## src/rtl/temp_conv_ctrl.sv

```systemverilog
// Capacitor-charge temperature conversion controller: discharge, timed charge, result handshake.
// Define TEMP_CTRL_AVG_EN to average four samples per conversion (default: one sample).
module temp_conv_ctrl #(
    parameter int DISCH_CYCLES = 8,
    parameter int TIMEOUT      = 255
) (
    input  logic       clk,
    input  logic       RESET,
    input  logic       start,
    input  logic       continuous,
    input  logic       analog_out,
    output logic       cap_reset,
    output logic       busy,
    output logic [7:0] result,
    output logic       result_valid,
    input  logic       result_ready,
    output logic       timeout
);

    localparam logic [7:0] DISCH_LAST = 8'(DISCH_CYCLES - 1);
    localparam logic [7:0] TIMEOUT_V  = 8'(TIMEOUT);

    typedef enum logic [1:0] {IDLE, DISCH, CHARGE, DONE} state_t;

    state_t     state_q, state_d;
    logic       sync_p0, sync_out;
    logic [7:0] disch_cnt;
    logic [7:0] cnt;
    logic [7:0] result_q;
    logic       timeout_q;

    logic       conv_clr;
    logic       capture;
    logic       last_sample;
    logic [7:0] sample_val;
    logic       sample_to;

`ifdef TEMP_CTRL_AVG_EN
    logic [1:0] idx;
    logic [9:0] acc;
    logic [9:0] sum_next;

    function automatic logic [7:0] avg_trunc(input logic [9:0] sum);
        return sum[9:2];
    endfunction

    assign sum_next    = acc + {2'b00, sample_val};
    assign last_sample = (idx == 2'd3);
`else
    assign last_sample = 1'b1;
`endif

    // A comparator edge wins over a coincident timeout: the sample is then a real reading.
    assign capture    = (state_q == CHARGE) && (sync_out || (cnt == TIMEOUT_V));
    assign sample_val = sync_out ? cnt : TIMEOUT_V;
    assign sample_to  = ~sync_out;

    always_comb begin
        state_d      = state_q;
        cap_reset    = 1'b1;
        busy         = 1'b1;
        result_valid = 1'b0;
        conv_clr     = 1'b0;
        case (state_q)
            IDLE: begin
                busy = 1'b0;
                if (start) begin
                    state_d  = DISCH;
                    conv_clr = 1'b1;
                end
            end
            DISCH: begin
                if (disch_cnt == DISCH_LAST) state_d = CHARGE;
            end
            CHARGE: begin
                cap_reset = 1'b0;
                if (capture) state_d = last_sample ? DONE : DISCH;
            end
            DONE: begin
                result_valid = 1'b1;
                if (result_ready) begin
                    if (continuous) begin
                        state_d  = DISCH;
                        conv_clr = 1'b1;
                    end else begin
                        state_d = IDLE;
                    end
                end
            end
            default: state_d = IDLE;
        endcase
    end

    always_ff @(posedge clk) begin
        if (RESET) begin
            state_q   <= IDLE;
            sync_p0   <= 1'b0;
            sync_out  <= 1'b0;
            disch_cnt <= '0;
            cnt       <= '0;
            result_q  <= '0;
            timeout_q <= 1'b0;
        end else begin
            state_q  <= state_d;
            sync_p0  <= analog_out;
            sync_out <= sync_p0;

            if (state_q == DISCH && state_d == DISCH) disch_cnt <= disch_cnt + 8'd1;
            else                                      disch_cnt <= '0;

            // Counter saturates implicitly: reaching TIMEOUT forces a capture and leaves CHARGE.
            if (state_q != CHARGE) cnt <= '0;
            else if (!capture)     cnt <= cnt + 8'd1;

            if (conv_clr)                  timeout_q <= 1'b0;
            else if (capture && sample_to) timeout_q <= 1'b1;

            if (capture && last_sample) begin
`ifdef TEMP_CTRL_AVG_EN
                result_q <= avg_trunc(sum_next);
`else
                result_q <= sample_val;
`endif
            end
        end
    end

`ifdef TEMP_CTRL_AVG_EN
    always_ff @(posedge clk) begin
        if (RESET) begin
            idx <= '0;
            acc <= '0;
        end else if (conv_clr) begin
            idx <= '0;
            acc <= '0;
        end else if (capture) begin
            idx <= idx + 2'd1;
            acc <= sum_next;
        end
    end
`endif

    assign result  = result_q;
    assign timeout = timeout_q;

endmodule

```

## config.mk

```make
export PLATFORM = sky130hd
export DESIGN_NAME = temp_conv_ctrl
export DESIGN_NICKNAME = d
export VERILOG_FILES = /design/src/rtl/temp_conv_ctrl.sv
export SDC_FILE = /design/constraint.sdc
export NUM_CORES = 1
export LEC_CHECK = 0
export CAP_MARGIN = 20
export CORE_MARGIN = 10
export CORE_UTILIZATION = 35
export CTS_BUF_LIST = sky130_fd_sc_hd__clkbuf_16
export DETAILED_ROUTE_END_ITERATION = 6
export GPL_ROUTABILITY_DRIVEN = 0
export PLACE_DENSITY = 0.52
export SLEW_MARGIN = 10
export SYNTH_ARGS = -nofsm -noshare
export SYNTH_HDL_FRONTEND = slang
export SYNTH_SLANG_ARGS = --single-unit
```

## constraint.sdc

```tcl
create_clock -name clk -period 4.58 [get_ports clk]
set_input_delay 0.916 -clock clk [delete_from_list [all_inputs] [get_ports clk]]
set_output_delay 0.916 -clock clk [all_outputs]
set_load 0.1 [all_outputs]
```

==> reports/results.txt, run 1 <==
outcome: finished clean
vias: 1160
Hold Violations, Final: 0
flops & latches, synth: 29
Post-Synthesis Cells: 156
normalized max-slew margin: 0.347
Post-Route WL: 2.92 mm
final worst path period share: 0.708
row cnt: 22
Clk Latency, worst-skew pair: 0.27 ns
Hold Crit Class: reg2reg
Syn Nets: 170
Clock Sinks: 29
CTS Buffer Depth: 2
Num CTS Buffers: 5
commonest non-fill, non-tap cells in the layout: dfxtp_1 (29), nor2_1 (23), clkdlybuf4s50_1 (17)
CP required: 3.66 ns
Final nets: 191
hpwl dp: 2.18 mm
DIE HEIGHT: 82.7 um
Crit path buffers/inverters: 3
Root Buffer: clkbuf_16
Static Leak: 0.586 nW
Initial Util: 0.368
Post-CTS Resized: 0
Max-Cap Viols: 0
Netlist cell types: 33
Layout area overhead: 26.0%
Fillers: 373
core area: 3740 sq um
Setup Buffers After CTS: 0
final setup fails: 0
commonest non-fill, non-tap cell in the layout: dfxtp_1
CP Capture Type: primary output
die boundary width: 82.7 um
Worst path top cell family by delay: buffers and inverters
DR pass1 iterations: 4
largest net degree at the start of global routing: 20
internal reg-to-reg setup slack: 2.19 ns
Mapped Area: 1380 sq um
crit-path cells: inv_1 -> ha_1 -> inv_1 -> clkdlybuf4s50_1
# diodes: 0
number of global-route vias before repair: 1087
CP max stage cell: clkdlybuf4s50_1
Post-synth ARST share: 0
GR Util met2: 0.135
slack of the critical path: 1.34 ns
vias per cell: 5.13
met3 global-route usage: 0.0432
maximum VDD drop: 0.195 mV
Final Max Tran Viols: 0
Clock Skew: 0.00318 ns
GR met1 Demand/Resource: 0.112
setup TNS: 0 ns
Seq/Total Area, Yosys: 0.422
drt wl/cell: 12.9 um
grt total ovfl: 0
clock slew at reported path FFs: 0.05 ns
first-pass GRT wire length: 5.00 mm
Hold-fix buffers, CTS: 0
Yosys warning count: 0
CTS tree: built
Total GRT Usage: 0.0940
crit start category: register
crit-path max FO: 7
Top Ports: 18
Setup WS pre-CTS: 1.62 ns
RSZ-0062 raised after global routing: false
initial antenna violation count: 0
Post-synth EDFFs: 0
share of layout cells above drive strength 1: 0.0674
Port Buffer Count: 17
DRT antenna net count: 0
Max Fclk: 308 MHz
Syn Area/Cell: 8.82 sq um
worst slew pin tran: 0.976 ns
busiest grt layer: met2
Synth Flop Type: dfxtp_1
die area: 6840 sq um
cell mode on critical path: inv_1
Tmin final: 3.24 ns
critical path class: reg2out
pwr dens: 359 nW/um^2
htree depth: 2
DRC Markers: 0
Critical Path AT: 2.33 ns
slowest stage delay, CP: 1.14 ns
number of DRC markers in iteration 0: 58
-- through the flow --
step           cell area, sq um  total power, mW  hold slack (ns)   util  cells
6_report                   1730            0.622            0.436  0.463    226
2_1_floorplan              1380            0.312            0.414      -    156
3_3_place_gp               1600            0.328            0.417  0.426    218
3_5_place_dp               1600            0.328            0.427  0.426    218
5_1_grt                    1730            0.645            0.471  0.463    226
4_1_cts                    1730            0.631            0.439  0.463    226
-- final timing paths --
| path | endpoint | from | cells past startpoint |
|---|---|---|---|
| max | cap_reset | state_q[0] | 4 |
| min | sync_out | sync_p0 | 1 |
| max reg2reg | disch_cnt[3] | state_q[0] | 6 |
| min reg2reg | sync_out | sync_p0 | 1 |
-- worst register-to-register path: stages (launching register included) --
cell and delay, ns:
dfxtp_1 0.39, inv_1 0.12, ha_1 0.30, nand2_1 0.27, o21ai_1 0.17, o41ai_2 0.81
nor4_1 0.17
-- final cells by class --
cell class	instances	area (sq um)	area share
multi-input cells	114	744	0.429
flip-flops and latches	29	581	0.335
repair buffers	18	178	0.102
clock buffers	5	125	0.0722
well taps	48	60.1	0.0346
inverters	9	33.8	0.0195
clock inverters	3	12.5	0.00722
-- layer usage --
layer  part of all wire  wire [um]
met1               0.47       1380
met2               0.42       1230
met3              0.079        229
met4              0.026         75
met5                  0          0
-- state kept, by name, indices dropped and copies added (netlist names) --
name       cells
cnt            8
disch_cnt      8
result         8
state_q        2
sync_out       1
sync_p0        1
timeout        1
-- cells in the mapped netlist (all sizes together) (2+ instances only) --
cell | count | area, sq um
dfxtp | 29 | 581
nor2 | 23 | 86.3
nor3 | 11 | 55.1
inv | 9 | 33.8
a21oi | 8 | 40.0
ha | 8 | 100
nor4 | 7 | 43.8
nand2 | 6 | 22.5
nand3 | 6 | 30.0
xnor2 | 6 | 52.6
o31ai | 5 | 37.5
o21ai | 4 | 20.0
or3 | 4 | 30.0
or4 | 4 | 30.0
and2 | 3 | 18.8
nor2b | 3 | 18.8
a31oi | 2 | 27.5
buf | 2 | 10.0
clkbuf | 2 | 7.51
nand2b | 2 | 12.5
nand4 | 2 | 12.5
xor2 | 2 | 17.5
-- report_power, final --
part	switching, mW	total, mW	leakage (nW)	internal [mW]
sequential	0.00332	0.260	0.234	0.257
combinational	0.0421	0.0628	0.283	0.0207
clock	0.104	0.299	0.0687	0.195
total	0.149	0.622	0.586	0.473
-- logic make-up (layout without fill, tap and decap cells) --
group | Yosys count | count (layout) | share of synthesized area
adder cells (fa/ha/maj) | 8 | 8 | 0.0727
XOR/XNOR | 8 | 8 | 0.0509
AND/OR/NAND/NOR | 73 | 73 | 0.273
AO/OA/AOI/OAI | 24 | 24 | 0.137
flip-flops | 29 | 29 | 0.422
buffers and inverters | 13 | 35 | 0.0373
multiplexers | 1 | 1 | 0.00727
(Power assumes the default switching activity.)
==> inputs of run 2 (changes only) <==
Settings changed: PLACE_DENSITY 0.52 to 0.54.
Clock period 4.58 ns to 2.7 ns, I/O delays scaled along.
==> run 2 against run 1 <==
  * Utilization shrank 0.37 points
  * Count of clock-buffer cells in the layout is the same
  * Final cell count grew 0.88%
  * Clock power grew 73%
  * Worst setup slack lost 0.95 ns
  * Largest power group unchanged
  * First-iteration DRC count shrank 1.7%
  * Register-to-register slack lost 1.8 ns
  * Clock skew is essentially flat
  * Non-clock buffer count grew 2
==> reports/results.txt, run 2 (synthesis results as in run 1) <==
switching part of the total: 0.246 (+0.00610)
Top Ports: 18 (unchanged)
pwr dens: 622 nW/um^2 (+73%)
multi-input logic area: 744 sq um (unchanged)
Util after Layout: 0.460 (-0.00368)
r2r endpoint: disch_cnt[1]
P_int: 0.807 mW (+71%)
Hold-fix buffers, CTS: 0 (unchanged)
Layout area overhead: 25.0%
Fillers: 391 (+4.8%)
final worst path period share: 0.858
DRT antenna net count: 0 (unchanged)
crit-path cells: inv_1 -> ha_1 -> nand4_1 -> o21ai_1 -> o41ai_2 -> buf_4 -> nor4b_1
Clk Latency, worst-skew pair: 0.27 ns (about the same)
Setup Buffers After CTS: 0 (unchanged)
Max Fclk: 432 MHz
Metal-1 WL: 1.48 mm (+7.3%)
Hold Crit Depth: 1 (unchanged)
row cnt: 22 (unchanged)
Port Buffer Count: 17 (unchanged)
clock slew at reported path FFs: 0.05 ns (about the same)
maximum VDD drop: 0.346 mV (+77%)
R2R Path Start: state_q[0]
hold_ws: 0.435 ns (-0.00176 ns)
Hold EP: sync_out
Initial Util: 0.368 (unchanged)
crit-path max FO: 12 (+5)
core area: 3740 sq um (unchanged)
initial antenna violation count: 0 (unchanged)
vias per cell: 5.18 (+0.83%)
Hold Crit Class: reg2reg
hpwl dp: 2.27 mm (+4.3%)
Max-Cap Viols: 0 (unchanged)
Net Sw Power: 0.264 mW (+76%)
Seq pwr share: 0.412 (-0.006)
largest net degree at the start of global routing: 16 (-20%)
R2R cell count: 7 (+1)
drt wl/cell: 13.1 um (+1.8%)
Clock Sinks: 29 (unchanged)
htree depth: 2 (unchanged)
Num CTS Buffers: 5 (unchanged)
RSZ-0062 raised after global routing: false
Total GRT Usage: 0.0985 (+0.00448)
slowest stage delay, CP: 0.63 ns (-0.51 ns)
CP required: 2.87 ns (-0.79 ns)
max layer used: met4
Final nets: 193 (+1.0%)
grt total ovfl: 0 (unchanged)
vias: 1180 (+1.7%)
worst slew pin tran: 0.769 ns (-0.208 ns)
# diodes: 0 (unchanged)
Hold Crit Start: sync_p0
Logic pwr share: 0.104 (+0.003)
die boundary width: 82.7 um (unchanged)
number of global-route vias before repair: 1158 (+6.5%)
CP max stage cell: o21ai_1
Critical Path AT: 2.49 ns (+0.16 ns)
Power, Total: 1.07 mW (+72%)
DR pass1 iterations: 5 (+1)
first-pass GRT wire length: 5.27 mm (+5.5%)
Hold Violations, Final: 0 (unchanged)
outcome: finished clean
normalized max-slew margin: 0.484 (+0.137)
critical path class: reg2reg
Static Leak: 0.623 nW (+6.4%)
CTS Buffer Depth: 2 (unchanged)
share of layout cells above drive strength 1: 0.150 (+0.0826)
DRC Markers: 0 (unchanged)
Clock power frac: 0.484 (+0.003)
Root Buffer: clkbuf_16
CTS tree: built
DIE HEIGHT: 82.7 um (unchanged)
met3 routed WL: 241 um (+5.2%)
Final Max Tran Viols: 0 (unchanged)
CP Capture Type: register
final setup fails: 0 (unchanged)
crit start category: register
internal reg-to-reg setup slack: 0.38 ns (-1.81 ns)
Tmin final: 2.32 ns
setup TNS: 0 ns (unchanged)
Clock Skew: 0.00324 ns (+0.0000533 ns)
Reg area: 581 sq um (unchanged)
Post-Route WL: 2.99 mm (+2.7%)
Post-CTS Resized: 0 (unchanged)
commonest non-fill, non-tap cells in the layout: dfxtp_1 (29), nor2_1 (23), buf_4 (15)
commonest non-fill, non-tap cell in the layout: dfxtp_1
DR WL met2: 1.26 mm (+1.8%)
die area: 6840 sq um (unchanged)
number of DRC markers in iteration 0: 57 (-1.7%)
run 2: cell types whose count changed in the layout (fill, tap and decap cells not counted), sizes merged:
cell           previous run  this run
buf                       1        15
clkdlybuf4s50            17         5
clkinv                    3         2
inv                       9        10
run 2: how the worst max path moves through the flow:
stage                          start           end  cells after the start
final                     state_q[0]  disch_cnt[1]                      7
after global routing      state_q[0]  disch_cnt[1]                      7
after CTS                 state_q[0]  disch_cnt[1]                      7
after detailed placement  state_q[0]  disch_cnt[1]                      7
after global placement    state_q[0]  disch_cnt[4]                      7
after floorplan           state_q[1]  disch_cnt[1]                      5
run 2: stage by stage:
stage | instances | area [sq um] | setup WS, ns
after floorplan | 156 | 1380 | 0.597
final | 228 | 1720 | 0.384
after global placement | 220 | 1580 | 0.532
after CTS | 228 | 1720 | 0.373
after global routing | 228 | 1720 | 0.138
after detailed placement | 220 | 1580 | 0.387
run 2: power by group through the flow:
stage	registers (mW)	logic [mW]	clock network, mW
after floorplan	0.448	0.0804	0
after global placement	0.449	0.111	0
after detailed placement	0.449	0.112	0
after CTS	0.440	0.112	0.532
after global routing	0.441	0.120	0.550
final	0.440	0.111	0.518
run 2: critical path: cells and delay by family, from the launching register on:
family	cells	cell delay [ns]
DFF	1	0.34
AOI/OAI and AO/OA	2	0.77
adders and majority gates	1	0.32
and+or+nand+nor	2	0.43
buffers and inverters	2	0.35
run 2: per-layer routing:
layer,vias up,global-route usage
met5,-,0
met4,0,0.0401
met3,4,0.0529
met2,32,0.138
met1,540,0.123
li1,604,-
run 2: area by class of cell:
cell class | instances | share of cell area
Multi-Input combinational cell | 114 | 0.433
Inverter | 9 | 0.0196
Timing Repair Buffer | 20 | 0.0945
Tap cell | 48 | 0.0349
Clock inverter | 3 | 0.00800
Sequential cell | 29 | 0.337
Clock buffer | 5 | 0.0727
